$ cat src/rtl/addsub_serial_sat.sv
// addsub_serial_sat
//   Digit-serial two's-complement add/subtract unit with valid/ready handshake
//   on both sides, signed-overflow detection, optional saturation and a zero
//   flag. Operands are consumed CHUNK bits per clock, LSB first, so the carry
//   path is only CHUNK bits long; chunks are linked through a carry register.
//
// Parameters
//   WIDTH  operand/result width (>= 2)
//   CHUNK  bits added per clock (WIDTH % CHUNK == 0); CHUNK == WIDTH is 1 cycle
//
// Ports
//   clk        rising-edge clock
//   rst        synchronous active-high reset
//   in_valid   operand set valid
//   in_ready   unit can accept operands (IDLE only)
//   x, y       operands, two's complement
//   sub        0: x+y, 1: x-y (x + ~y + 1)
//   sat        clamp result to the signed range on overflow
//   out_valid  result valid (DONE only)
//   out_ready  consumer accepts result
//   sum        result (saturated if requested)
//   c_out      raw carry out of the MSB (for subtract, 1 = no borrow)
//   ovf        signed overflow of the unsaturated result
//   zero       final sum == 0
module addsub_serial_sat #(
  parameter int WIDTH = 16,
  parameter int CHUNK = 4
) (
  input  logic             clk,
  input  logic             rst,
  input  logic             in_valid,
  output logic             in_ready,
  input  logic [WIDTH-1:0] x,
  input  logic [WIDTH-1:0] y,
  input  logic             sub,
  input  logic             sat,
  output logic             out_valid,
  input  logic             out_ready,
  output logic [WIDTH-1:0] sum,
  output logic             c_out,
  output logic             ovf,
  output logic             zero
);

  localparam int N     = WIDTH / CHUNK;
  localparam int CNT_W = (N > 1) ? $clog2(N) : 1;
  localparam logic [CNT_W-1:0] LAST = CNT_W'(N - 1);

  localparam logic [WIDTH-1:0] SAT_POS = {1'b0, {(WIDTH-1){1'b1}}};
  localparam logic [WIDTH-1:0] SAT_NEG = {1'b1, {(WIDTH-1){1'b0}}};

  typedef enum logic [1:0] {
    IDLE,
    CALC,
    DONE
  } state_t;

  state_t state_q, state_d;

  // Operand shift registers: the chunk in flight always sits in the low bits,
  // so no variable part-selects are needed. The operand sign bits are kept
  // separately since the shifted copies lose them.
  logic [WIDTH-1:0] x_q, yi_q, raw_q;
  logic             x_msb_q, yi_msb_q;
  logic             carry_q;
  logic             sat_q;
  logic [CNT_W-1:0] cnt_q;

  logic [WIDTH-1:0] sum_q;
  logic             c_out_q, ovf_q, zero_q;

  logic             accept;
  logic             release_res;
  logic             last_chunk;

  logic [CHUNK:0]   chunk_add;
  logic [WIDTH-1:0] raw_d;
  logic             ovf_d;
  logic [WIDTH-1:0] sum_d;

  // ---------------------------------------------------------------------------
  // FSM: state register
  // ---------------------------------------------------------------------------
  always_ff @(posedge clk) begin
    if (rst) begin
      state_q <= IDLE;
    end else begin
      state_q <= state_d;
    end
  end

  // ---------------------------------------------------------------------------
  // FSM: next-state logic
  // ---------------------------------------------------------------------------
  always_comb begin
    state_d = state_q;
    unique case (state_q)
      IDLE:    if (accept)      state_d = CALC;
      CALC:    if (last_chunk)  state_d = DONE;
      DONE:    if (release_res) state_d = IDLE;
      default:                  state_d = IDLE;
    endcase
  end

  // ---------------------------------------------------------------------------
  // FSM: outputs
  // ---------------------------------------------------------------------------
  always_comb begin
    in_ready  = 1'b0;
    out_valid = 1'b0;
    unique case (state_q)
      IDLE:    in_ready  = 1'b1;
      DONE:    out_valid = 1'b1;
      default: ;
    endcase
  end

  assign accept      = in_valid && in_ready;
  assign release_res = out_valid && out_ready;
  assign last_chunk  = (state_q == CALC) && (cnt_q == LAST);

  // ---------------------------------------------------------------------------
  // Datapath: one CHUNK-bit addition per CALC cycle
  // ---------------------------------------------------------------------------
  always_comb begin
    chunk_add = {1'b0, x_q[CHUNK-1:0]} + {1'b0, yi_q[CHUNK-1:0]}
              + {{CHUNK{1'b0}}, carry_q};
    // New chunk enters at the top; after N shifts raw_d holds the full result.
    raw_d = (raw_q >> CHUNK) | (WIDTH'(chunk_add[CHUNK-1:0]) << (WIDTH - CHUNK));
    ovf_d = (x_msb_q == yi_msb_q) && (raw_d[WIDTH-1] != x_msb_q);
    sum_d = raw_d;
    if (sat_q && ovf_d) begin
      sum_d = x_msb_q ? SAT_NEG : SAT_POS;
    end
  end

  always_ff @(posedge clk) begin
    if (rst) begin
      x_q      <= '0;
      yi_q     <= '0;
      raw_q    <= '0;
      x_msb_q  <= 1'b0;
      yi_msb_q <= 1'b0;
      carry_q  <= 1'b0;
      sat_q    <= 1'b0;
      cnt_q    <= '0;
      sum_q    <= '0;
      c_out_q  <= 1'b0;
      ovf_q    <= 1'b0;
      zero_q   <= 1'b0;
    end else begin
      if (accept) begin
        x_q      <= x;
        yi_q     <= y ^ {WIDTH{sub}};
        raw_q    <= '0;
        x_msb_q  <= x[WIDTH-1];
        yi_msb_q <= y[WIDTH-1] ^ sub;
        carry_q  <= sub;
        sat_q    <= sat;
        cnt_q    <= '0;
      end else if (state_q == CALC) begin
        x_q     <= x_q >> CHUNK;
        yi_q    <= yi_q >> CHUNK;
        raw_q   <= raw_d;
        carry_q <= chunk_add[CHUNK];
        cnt_q   <= cnt_q + 1'b1;
        if (last_chunk) begin
          sum_q   <= sum_d;
          c_out_q <= chunk_add[CHUNK];
          ovf_q   <= ovf_d;
          zero_q  <= (sum_d == '0);
        end
      end
    end
  end

  assign sum   = sum_q;
  assign c_out = c_out_q;
  assign ovf   = ovf_q;
  assign zero  = zero_q;

endmodule
$ cat config.mk
export PLATFORM = sky130hd
export DESIGN_NAME = addsub_serial_sat
export DESIGN_NICKNAME = d
export VERILOG_FILES = /design/src/rtl/addsub_serial_sat.sv
export SDC_FILE = /design/constraint.sdc
export NUM_CORES = 1
export LEC_CHECK = 0
export ABC_AREA = 1
export BUFFER_PORTS_ARGS = -buffer_cell sky130_fd_sc_hd__buf_2
export CAP_MARGIN = 0
export CORE_MARGIN = 1.5
export CORE_UTILIZATION = 50
export CTS_CLUSTER_SIZE = 24
export DETAILED_ROUTE_END_ITERATION = 10
export MAX_ROUTING_LAYER = met4
export PLACE_DENSITY = 0.81
export SLEW_MARGIN = 30
export SYNTH_ARGS = -nofsm -noshare
export SYNTH_HDL_FRONTEND = slang
export SYNTH_SLANG_ARGS = --single-unit
$ cat constraint.sdc
create_clock -name clk -period 2.3 [get_ports clk]
set_input_delay 0.115 -clock clk [delete_from_list [all_inputs] [get_ports clk]]
set_output_delay 0.115 -clock clk [all_outputs]
set_load 0.02 [all_outputs]
==> flow_summary.toml <==
[cts]
clockRootBuffer = "clkbuf_8"
cts_tree = "done"
clk_pin_slew_ns = 0.08
htreeDepth = 3
numCtsBuffers = 9
clockBufferDepth = 2
insertion_delay_ns = 0.35
cts.sinks = 71

[floorplan]
start_util_pct = 52.7
die_area_um2 = 6840
io_pins = 59
die_x_um = 82.7
core_um2 = 6030
die_h_um = 82.7
num_rows = 28

[logic_synthesis]
avgSynthCellArea_um2 = 7.56
synth-main-ff-cell = "dfxtp_1"
synth_area_leader_cell = "dfxtp_1"
ys_seq_area_share_pct = 44.8
synth_cell_types = 36
synth_common_cells = "nand2_1 (127), dfxtp_1 (71), a21oi_1 (37), inv_1 (34), o21ai_0 (25)"
netlist_area_um2 = 3180
synthArstFlopShare_pct = 0
synth_nets = 464
synth_most_common_cell = "nand2_1"
ys_warn_count = 0
synth-seq-cells = 71
synthCells = 420
synth_top_area_share_pct = 44.8
synthTopCellsByArea = "dfxtp_1 (45%), nand2_1 (15%), a21oi_1 (5.8%), inv_1 (4.0%), o21ai_0 (3.9%)"
synth_edf_count = 0

[timing]
setup_violations = 0
slew_viol_final = 0
max_slew_margin_pct = 66.6
rsz0062_at_grt = "false"
postLayoutSetupSlackWorst_ns = 0.288
setup_tns_ns = 0
clock_skew_ns = 0.00870
finalHoldViolations = 0
max_freq_ghz = 0.497
whs_ns = 0.0161
period_minus_slack_ns = 2.01
final.period_utilization_pct = 87.5
tightestPinTransition_ns = 0.500

[routing]
vias = 2886
drtIter0Drc = 265
drt-pass1-iter-count = 4
wl_mm = 7.30
drc = 0
wire_per_inst_um = 13.1
vias_per_cell = 5.18
ant_nets = 0

[flow_run]
drv_cap = 0

[hold_path]
hp-class = "input pin to flop"

[placement]
dpl_worst_slack_ns = 0.243
gp_congestion = 0.905
portBuffers = 58
dp_cells = 537
dp_hpwl_mm = 4.97

[pwr]
p_per_area_nw_per_um2 = 769
vdd_drop_max_mv = 0.417
leakagePower_nw = 1.69

[finish]
synthToLayoutAreaGrowth_pct = 18.8
drive_above_1_share_pct = 22.0
ff_latch_area_um2 = 1420
antennaDiodeCount = 0
num-fill-cells = 550
final-instance-count-excl-fill = 557
layout.nets = 521
multi_input_area_um2 = 1480

[critical_path]
required_ns = 2.55
critPathArrivalTime_ns = 2.26
critical_path_class = "flop to flop"
end_kind = "flop"
cp_max_fo = 20
cp-start-kind = "flop"

[global_routing]
gr-total-overflow = 0
grt_util_all_layers_pct = 23.3
grt_pass1_vias = 2471
grt_max_degree = 34
antenna_found_initial = 0
grt_pass1_wl_mm = 11.6

[run_status]
status = "completed"
[kinds of logic (layout without fill, tap and decap cells)]
| kind of cell | Yosys count | in the layout | synth area share [%] |
|---|---|---|---|
| buffers and inverters | 62 | 124 | 8.51 |
| and+or+nand+nor | 169 | 169 | 22.6 |
| AOI/OAI and AO/OA | 99 | 99 | 17.7 |
| DFF | 71 | 71 | 44.8 |
| xor gates and xnor gates | 13 | 13 | 3.59 |
| adders and majority gates | 6 | 6 | 2.84 |
[path summary, 6_finish.rpt]
path / from / end / slack (ns) / cells after the start
max reg2reg: x_q[0] / zero / 0.29 / 14
min: x[12] / x_q[12] / 0.02 / 3
max: x_q[0] / zero / 0.29 / 14
min reg2reg: x_q[12] / x_q[12] / 0.46 / 2
[cell usage in the layout, fill, tap and decap left out, types with 2 or more instances in the layout]
cell and n:
clkinv_4 2, nand3_1 15, a21oi_1 37, nand3_2 2, fa_1 2, xnor2_1 3, a22o_1 2, inv_1 34
ha_1 4, dfxtp_1 71, xor2_1 10, bufinv_16 3, o21ai_0 25, buf_2 58, inv_2 3, nand2_1 127
a22oi_1 5, buf_4 12, or2_2 5, nor2_1 12, o221ai_1 2, a21oi_2 2, clkbuf_8 9, o21ai_1 6
a31oi_1 15, nand2_2 4
[flip-flops by register name (all words and copies together) (netlist names)]
register  count
c_out         1
carry_q       1
cnt_q         2
ovf           1
raw_q        12
sat_q         1
state_q       2
sum          16
x_msb_q       1
x_q          16
yi_msb_q      1
yi_q         16
zero          1
[power by group]
group	internal, W	switching [W]	total, W
Clock	0.000724	0.000494	0.00122
Combinational	0.000138	0.000222	0.000360
Sequential	0.00128	0.0000367	0.00132
Total	0.00215	0.000752	0.00290
[per-stage QoR]
step           area (um^2)  util [%]  total power [W]
2_1_floorplan         3180         -          0.00160
3_5_place_dp          3500      58.0          0.00171
4_1_cts               3740      62.1          0.00291
3_3_place_gp          3500      58.0          0.00170
6_report              3770      62.6          0.00290
5_1_grt               3770      62.6          0.00302
[critical path: stages, from the launching register on]
cell,delay (ns)
dfxtp_1,0.34
inv_1,0.06
fa_1,0.41
inv_1,0.10
nand3_2,0.09
nand2_1,0.10
nand2_1,0.05
nand3_1,0.08
nand2_2,0.07
nand2_2,0.24
nand2_1,0.13
nand3_1,0.10
nor2_1,0.04
nand2_1,0.06
a21oi_2,0.05
[routing by layer]
layer	part of all wire (%)	global-route usage [%]	vias up
met2	46	35.3	84
met3	5.7	6.59	8
met5	0	-	-
met1	47	30.3	1312
li1	-	-	1482
met4	1.3	6.83	0
[cell type report]
class | count | area share (%)
clock buffers | 9 | 3.28
repair buffers | 70 | 10.1
multi-input cells | 287 | 39.3
flip-flops and latches | 71 | 37.7
well taps | 75 | 2.49
clock inverters | 7 | 3.19
inverters | 38 | 3.92
[repair_timing]
| item | CTS | global route |
|---|---|---|
| gates resized for setup | 0 | 0 |
| setup buffers | 0 | 4 |
| hold buffers | 0 | 0 |
| endpoints found under the setup margin | 0 | 1 |
(Power assumes the default switching activity.)
